$ cat src/rtl/alu_arbiter_pkg.sv
// Shared types and constants for the two-requester ALU arbiter.
// Holds the FSM state encoding, opcode constants and the cc-modify test.
package alu_arbiter_pkg;

  localparam int DATA_W = 32;
  localparam int OP_W   = 6;
  localparam int CC_W   = 4;

  typedef enum logic [1:0] {
    IDLE = 2'd0,
    EXEC = 2'd1,
    RESP = 2'd2
  } state_t;

  localparam logic [OP_W-1:0] OP_ADD  = 6'b000000;
  localparam logic [OP_W-1:0] OP_AND  = 6'b000001;
  localparam logic [OP_W-1:0] OP_ADC  = 6'b001000;
  localparam logic [OP_W-1:0] OP_ADDS = 6'b010000;
  localparam logic [OP_W-1:0] OP_SUBS = 6'b010100;

  // Opcodes whose top two bits match this value write the condition codes.
  localparam logic [1:0] CC_MOD = 2'b01;

  function automatic logic is_cc_mod(input logic [OP_W-1:0] op);
    return op[5:4] == CC_MOD;
  endfunction

endpackage

$ cat src/rtl/alu_arbiter_rr_arb2.sv
// Two-way round-robin grant. Combinational one-hot grant while enabled;
// priority flips to the other requester after every grant.
module rr_arb2 (
  input  logic       clk,
  input  logic       reset_n,
  input  logic       en,
  input  logic [1:0] req,
  output logic [1:0] gnt
);

  // prio: index of the requester that wins a tie; requester 0 after reset.
  logic prio;

  always_comb begin
    gnt = 2'b00;
    if (en) begin
      if (req == 2'b11) gnt = prio ? 2'b10 : 2'b01;
      else              gnt = req;
    end
  end

  always_ff @(posedge clk or negedge reset_n) begin
    if (!reset_n)  prio <= 1'b0;
    else if (|gnt) prio <= gnt[0];
  end

endmodule

$ cat src/rtl/alu_arbiter.sv
// Shares one external ALU between two requesters: IDLE grants, EXEC drives
// the ALU and captures its result, RESP holds the response until consumed.
module alu_arbiter
  import alu_arbiter_pkg::*;
#(
  parameter int NREQ = 2
) (
  input  logic              clk,
  input  logic              reset_n,
  input  logic [NREQ-1:0]   req_valid,
  output logic [NREQ-1:0]   req_ready,
  input  logic [OP_W-1:0]   req_op0,
  input  logic [OP_W-1:0]   req_op1,
  input  logic [DATA_W-1:0] req_a0,
  input  logic [DATA_W-1:0] req_a1,
  input  logic [DATA_W-1:0] req_b0,
  input  logic [DATA_W-1:0] req_b1,
  output logic [NREQ-1:0]   rsp_valid,
  input  logic [NREQ-1:0]   rsp_ready,
  output logic [DATA_W-1:0] rsp_y,
  output logic [CC_W-1:0]   rsp_nzcv,
  output logic [OP_W-1:0]   alu_op,
  output logic [DATA_W-1:0] alu_a,
  output logic [DATA_W-1:0] alu_b,
  output logic              alu_ci,
  input  logic [DATA_W-1:0] alu_y,
  input  logic              alu_n,
  input  logic              alu_z,
  input  logic              alu_c,
  input  logic              alu_v,
  output logic [CC_W-1:0]   ccr
);

  state_t          state, state_nxt;
  logic [NREQ-1:0] gnt;
  logic            owner;
  logic            arb_en;

  // Gating with reset_n keeps req_ready low for the whole reset window.
  assign arb_en    = (state == IDLE) && reset_n;
  assign req_ready = gnt;

  rr_arb2 u_rr_arb2 (
    .clk     (clk),
    .reset_n (reset_n),
    .en      (arb_en),
    .req     (req_valid),
    .gnt     (gnt)
  );

  always_ff @(posedge clk or negedge reset_n) begin
    if (!reset_n) state <= IDLE;
    else          state <= state_nxt;
  end

  always_comb begin
    state_nxt = state;
    rsp_valid = '0;
    case (state)
      IDLE: if (|gnt) state_nxt = EXEC;
      EXEC: state_nxt = RESP;
      RESP: begin
        rsp_valid[owner] = 1'b1;
        if (rsp_ready[owner]) state_nxt = IDLE;
      end
      default: state_nxt = IDLE;
    endcase
  end

  // The ALU drive registers double as the operand latch; they load on the
  // grant edge and then hold until the next grant.
  always_ff @(posedge clk or negedge reset_n) begin
    if (!reset_n) begin
      owner    <= 1'b0;
      alu_op   <= '0;
      alu_a    <= '0;
      alu_b    <= '0;
      alu_ci   <= 1'b0;
      rsp_y    <= '0;
      rsp_nzcv <= '0;
      ccr      <= '0;
    end else begin
      if (|gnt) begin
        owner  <= gnt[1];
        alu_op <= gnt[1] ? req_op1 : req_op0;
        alu_a  <= gnt[1] ? req_a1  : req_a0;
        alu_b  <= gnt[1] ? req_b1  : req_b0;
        // ccr only changes at the end of EXEC, so sampling C here is what
        // the ALU sees throughout EXEC.
        alu_ci <= ccr[1];
      end
      if (state == EXEC) begin
        rsp_y    <= alu_y;
        rsp_nzcv <= {alu_n, alu_z, alu_c, alu_v};
        if (is_cc_mod(alu_op)) ccr <= {alu_n, alu_z, alu_c, alu_v};
      end
    end
  end

endmodule

$ cat config.mk
export PLATFORM = sky130hd
export DESIGN_NAME = alu_arbiter
export DESIGN_NICKNAME = d
export VERILOG_FILES = /design/src/rtl/alu_arbiter_pkg.sv /design/src/rtl/alu_arbiter_rr_arb2.sv /design/src/rtl/alu_arbiter.sv
export SDC_FILE = /design/constraint.sdc
export NUM_CORES = 1
export LEC_CHECK = 0
export CORE_ASPECT_RATIO = 0.6
export CORE_MARGIN = 4
export CORE_UTILIZATION = 35
export CTS_CLUSTER_SIZE = 25
export DETAILED_ROUTE_END_ITERATION = 12
export HOLD_SLACK_MARGIN = 0.08
export PLACE_DENSITY = 0.77
export SETUP_SLACK_MARGIN = 0.5
export SLEW_MARGIN = 10
export SYNTH_ARGS = -nofsm -noshare
export SYNTH_HDL_FRONTEND = slang
export SYNTH_SLANG_ARGS = --single-unit
$ cat constraint.sdc
create_clock -name clk -period 1.33 [get_ports clk]
set_input_delay 0.133 -clock clk [delete_from_list [all_inputs] [get_ports clk]]
set_output_delay 0.133 -clock clk [all_outputs]
set_load 0.05 [all_outputs]
==> flow_summary.ini, run 1 <==
[status]
status = finished with violations
violations = hold timing, setup timing

[route]
avgRoutedWirePerCell_um = 27.1
drtPass1Iterations = 5
num_vias = 6518
routed_via_density = 5.87
route.detailed.drc = 0
route.final.wire_length_um = 30100
drtIter0Drc = 553
ant_nets = 0

[floorplan]
die_width_um = 166
core_region_area_um2 = 14600
die_y_um = 103
die_area_um2 = 17100
rows = 34
start_util = 0.360
ioPinCount = 297

[place]
pre_cts_slack_ns = -0.464
io_buffers = 296
detailed_place_hpwl_um = 15500
gp_congestion = 0.877

[finish]
drive_above_1_share = 0.475
n_fill_cell = 631
antenna_cells = 0
final_util = 0.878
regArea_um2 = 2880
syn_to_final_growth_pct = 144
nets = 1081
multi_input_area_um2 = 3260

[cts]
htreeDepth = 4
root_buffer = clkbuf_16
cts_tree = yes
cts_buffers = 17
cts_hold_buffers = 1
worstSkewPairLatency_ns = 0.41
clock-sinks = 115
clk_pin_slew_ns = 0.06
cts_buffer_depth = 2

[worst_setup_path]
start_kind = flip-flop
crit_path_end_kind = flip-flop
cp.required_ns = 1.64
startpoint = state[1]$_DFFE_PN0P_
reg2reg_from = state[1]$_DFFE_PN0P_
arrival_ns = 2.21
path_class = reg2reg
path_max_fanout = 6

[yosys]
synthArstFlopShare = 1.00
synthSimpleGateAreaFrac = 0.152
synth.area.mux_share = 0.0897
syn_inst = 518
synth_nets = 700
synth_top_family_by_area = compound AO/OA/AOI/OAI gates
synth_compound_area_frac = 0.154
synthAdderAreaFrac = 0
synth_edf_count = 0
yosysUniqueCellTypes = 23
ys_ff_latch = 115
syn_area_per_cell_um2 = 10.2
yosysWarnings = 0
synthesis.area_um2 = 5270
ys_dominant_reg_cell = dfrtp_1
synth_xor_area_frac = 0
seq_area_frac_synth = 0.546

[worst_hold_path]
worstHoldPathType = in2async

[sta]
finalClockSkew_ns = 0.0117
fmax_ghz = 0.526
rsz0062_at_grt = yes
tightest_slew_ns = 0.704
hold_viol = 50
finalCritPeriodShare = 1.43
relSlewSlack = 0.531
maxSlewViolCount = 0
hold_ws_ns = -0.0226
fin_ws_ns = -0.570
setup_viol = 118
period_needed_ns = 1.90

[global_route]
grt_pass1_wl_um = 38400
grt_pass1_vias = 6325
antenna_found_initial = 0
grt_usage = 0.291
grt_max_degree = 77
grt.overflow.total = 0

[pwr]
power.leakage_uw = 0.00514
ir_worst_vdd_v = 0.00173
power_density_nw_per_um2 = 2800

[flow_run]
maxCapViolCount = 0
[worst max-delay path, stage by stage (launching register included)]
cell and delay, ns:
dfrtp_2 0.42, buf_6 0.12, nand4bb_4 0.18, or2_4 0.26
buf_4 0.14, buf_6 0.13, clkbuf_16 0.17, clkbuf_16 0.17
a31oi_1 0.20
[metal layers]
layer	vias up	track usage	wire [um]
met3	66	0.0908	2980
met5	-	0	0
li1	2715	-	-
met1	3304	0.371	11500
met4	0	0.0899	735
met2	433	0.483	14800
[final cells by class]
class / instances / area share
Clock buffer: 18 / 0.0334
Clock inverter: 14 / 0.0137
Inverter: 3 / 0.00117
Multi-Input combinational cell: 341 / 0.253
Sequential cell: 115 / 0.224
Tap cell: 198 / 0.0193
Timing Repair Buffer: 421 / 0.455
[logic make-up after synthesis]
group / count (synthesis)
muxes: 42
and+or+nand+nor: 155
AOI/OAI and AO/OA: 144
buffers and inverters: 62
DFF: 115
[stage by stage]
step | instance area (um^2) | setup TNS, ns | power, uW | cells
after floorplan | 5510 | -4.07 | 16100 | 518
after global placement | 9950 | -29.72 | 26300 | 981
after detailed placement | 9950 | -34.08 | 26700 | 981
after CTS | 11400 | -32.18 | 33000 | 1065
after global routing | 12900 | -56.03 | 37100 | 1110
final | 12900 | -52.79 | 36000 | 1110
[cell usage after synthesis, types with 2 or more instances]
library cell / n / area [um^2]
dfrtp_1: 115 / 2880
o21ai_0: 72 / 360
a31oi_1: 70 / 438
nand3_1: 70 / 350
nor3_1: 70 / 350
mux2_2: 42 / 473
clkbuf_1: 37 / 139
buf_2: 13 / 65.1
buf_6: 8 / 90.1
nor2_1: 4 / 15.0
inv_1: 3 / 11.3
nand4bb_1: 2 / 22.5
nor2b_1: 2 / 12.5
[report_power, final]
part / switching (uW) / leakage [uW] / total, uW / internal [uW]
registers: 2160 / 0.00134 / 7480 / 5320
clock network: 1780 / 0.000292 / 4760 / 2970
logic: 11800 / 0.00351 / 23800 / 12000
[registers in the layout, summed over array words and instances (netlist names)]
signal          flops
u_rr_arb2.prio      1
state               2
alu_op              6
ccr                 4
owner               1
alu_ci              1
alu_a              32
rsp_y              32
alu_b              32
rsp_nzcv            4
[placed cells by master, fill, tap and decap left out, drive strengths merged]
cell,Yosys,layout
o21bai,1,1
nor2,4,4
nor4bb,1,1
clkinv,0,5
nor3b,1,1
a21oi,1,1
nand2b,1,1
mux2,42,42
and3b,1,1
dlygate4sd3,0,1
nor3,70,70
or2,1,1
nand3,70,70
buf,22,234
bufinv,0,3
and2,1,1
clkinvlp,0,3
o21ai,72,72
nand4bb,2,2
nand2,1,1
clkdlybuf4s50,0,180
a31oi,70,70
clkbuf,37,24
dfrtp,115,115
inv,3,6
nor2b,2,2
[worst paths after layout]
| check | endpoint | cells past startpoint | slack (ns) |
|---|---|---|---|
| setup / recovery | alu_b[21]$_DFFE_PN0P_ | 8 | -0.57 |
| hold / removal | alu_b[1]$_DFFE_PN0P_ | 2 | -0.02 |
| setup reg to reg | alu_b[21]$_DFFE_PN0P_ | 8 | -0.57 |
| hold reg to reg | rsp_y[22]$_DFFE_PN0P_ | 1 | 0.58 |
| max in group asynchronous | alu_a[24]$_DFFE_PN0P_ | 3 | 0.57 |
| min in group clk | state[0]$_DFFE_PN0P_ | 5 | 0.31 |
[what timing repair did]
| action | in CTS | in global routing |
|---|---|---|
| setup buffers | 33 | 36 |
| pin swaps | 28 | 55 |
| resized for setup | 44 | 183 |
| cloned | 18 | 9 |
| endpoints found under the hold margin | 39 | 76 |
| setup endpoints to repair | 232 | 344 |
Power figures use the tool's default switching activity.
==> run 2: changes to the inputs <==
- CORE_ASPECT_RATIO: 0.6 -> default
==> run 2 against run 1 <==
Effect of this change: the run still ends with hold timing, setup timing left; register-to-register slack lost 0.10 ns; worst setup slack lost 0.10 ns; combinational power shrank 4%; sequential power up 1%; worst hold slack worse by 0.11 ns; sequential share of layout area is 1.4 points higher; non-clock buffer count shrank 6; total power decreased by 1.1%; wire length is 2.4% higher; clock power is 11% higher; clock skew is 0.0018 ns lower; via count rose by 2.7%; critical path type unchanged; largest cell class unchanged; largest power group unchanged.
==> flow_summary.ini, run 2 (synthesis gave the netlist of run 1 again) <==
[sta]
fmax_ghz = 0.500
setup_tns_ns = -50.90
rsz0062_at_grt = yes
finalCritPeriodShare = 1.50
setup_viol = 119
finalClockSkew_ns = 0.00990
maxSlewViolCount = 0
relSlewSlack = 0.586
hold_viol = 113
hold_ws_ns = -0.136
period_needed_ns = 2.00
tightest_slew_ns = 0.622
fin_ws_ns = -0.671

[cts]
worstSkewPairLatency_ns = 0.43
clock-sinks = 115
cts_hold_buffers = 1
cts_buffer_depth = 2
cts_tree = yes
htreeDepth = 4
cts_buffers = 17
clk_pin_slew_ns = 0.06
root_buffer = clkbuf_16

[place]
io_buffers = 296
placed_cell_area_um2 = 9940
gp_congestion = 0.826
detailed_place_hpwl_um = 15600

[finish]
design_area_um2 = 12100
final_cell_mix = clkdlybuf4s50_1 (180), buf_12 (133), dfrtp_1 (111), nor3_1 (70), buf_4 (66)
layout_commonest_cell = clkdlybuf4s50_1
final_util = 0.826
n_fill_cell = 679
syn_to_final_growth_pct = 129
nets = 1075
drive_above_1_share = 0.422
reg_top3 = alu_a x32, alu_b x32, rsp_y x32

[floorplan]
ioPinCount = 297
die_y_um = 131
rows = 44
die_width_um = 131
core_region_area_um2 = 14600
die_area_um2 = 17100
start_util = 0.360

[worst_setup_path]
startpoint = state[0]$_DFFE_PN0P_
arrival_ns = 2.31
regToRegEndpoint = alu_a[24]$_DFFE_PN0P_
reg2reg_from = state[0]$_DFFE_PN0P_
r2r_cells = 8
path_class = reg2reg
path_max_fanout = 8
crit_end = alu_a[24]$_DFFE_PN0P_
crit_path_end_kind = flip-flop
start_kind = flip-flop
r2r_slack_ns = -0.67
cp.required_ns = 1.63

[route]
route.final.wire_length_um = 30800
ant_nets = 0
drtPass1Iterations = 5
route.detailed.drc = 0
avgRoutedWirePerCell_um = 28.2
routed_via_density = 6.14
drtIter0Drc = 754
num_vias = 6694

[global_route]
grt.overflow.total = 0
grt_max_degree = 114
antenna_found_initial = 0
grt_pass1_vias = 6522
grt_pass1_wl_um = 39700
grt_usage = 0.312

[status]
status = finished with violations
violations = hold timing, setup timing

[pwr]
ir_worst_vdd_v = 0.00157
power_density_nw_per_um2 = 2950
power.leakage_uw = 0.00496

[worst_hold_path]
worstHoldPathType = in2async

[flow_run]
maxCapViolCount = 0
run 2: cell count changes in the layout (fill, tap and decap cells not counted), moves of 5 or more:
| cell | change |
|---|---|
| buf_16 | -7 |
| nor3_2 | -13 |
| nor3_1 | +13 |
| a31oi_4 | -25 |
| nand3_1 | +13 |
| nand3_2 | -9 |
| o21ai_0 | +5 |
| o21ai_1 | -7 |
| buf_4 | +10 |
| a31oi_1 | +21 |
run 2: power breakdown:
group | internal [uW] | switching, uW
Sequential | 5320 | 2260
Clock | 3420 | 1880
Combinational | 11300 | 11500
Total | 20000 | 15600
run 2: worst max-delay path, cell delays in order (launching register included):
cell and delay (ns):
dfrtp_1 0.41, buf_6 0.15, nor4bb_4 0.34, buf_4 0.22
buf_6 0.13, buf_12 0.10, buf_16 0.12, nand3_1 0.09
a31oi_1 0.30
run 2: stage by stage:
step / power [uW] / std cells / worst slack [ns]
6_report: 35600 / 1091 / -0.671
5_1_grt: 36500 / 1090 / -0.682
4_1_cts: 33300 / 1047 / -0.442
3_5_place_dp: 26600 / 969 / -0.537
3_3_place_gp: 26200 / 969 / -0.386
2_1_floorplan: 16100 / 518 / -0.185
run 2: worst min-delay path by stage:
stage               depth (start not counted)                 endpoint  startpoint
floorplan                                   0     alu_a[0]$_DFFE_PN0P_     reset_n
global placement                            2     state[0]$_DFFE_PN0P_     reset_n
detailed placement                          2     state[0]$_DFFE_PN0P_     reset_n
CTS                                         2  rsp_nzcv[1]$_DFFE_PN0P_     reset_n
global route                                2  rsp_nzcv[1]$_DFFE_PN0P_     reset_n
finish                                      2       alu_ci$_DFFE_PN0P_     reset_n
run 2: layout make-up:
class | count | area (um^2) | area share
Clock buffer | 19 | 453 | 0.0375
Multi-Input combinational cell | 341 | 2750 | 0.228
Clock inverter | 13 | 205 | 0.0170
Antenna cell | 1 | 2.50 | 0.000207
Tap cell | 184 | 230 | 0.0190
Inverter | 3 | 15.0 | 0.00124
Timing Repair Buffer | 415 | 5550 | 0.459
Sequential cell | 115 | 2880 | 0.238
run 2: timing repair:
item,4_1_cts,5_1_grt
gates resized for setup,44,97
cloned,9,2
buffers inserted,36,41
endpoints found under the hold margin,115,113
setup endpoints to repair,230,230
pin swaps,50,52
run 2: metal layers:
| layer | GRT usage | wire length, um | up-vias |
|---|---|---|---|
| met1 | 0.338 | 10200 | 3256 |
| met3 | 0.120 | 3670 | 155 |
| met2 | 0.527 | 15000 | 597 |
| li1 | - | - | 2684 |
| met5 | 0 | 6 | - |
| met4 | 0.165 | 1860 | 2 |
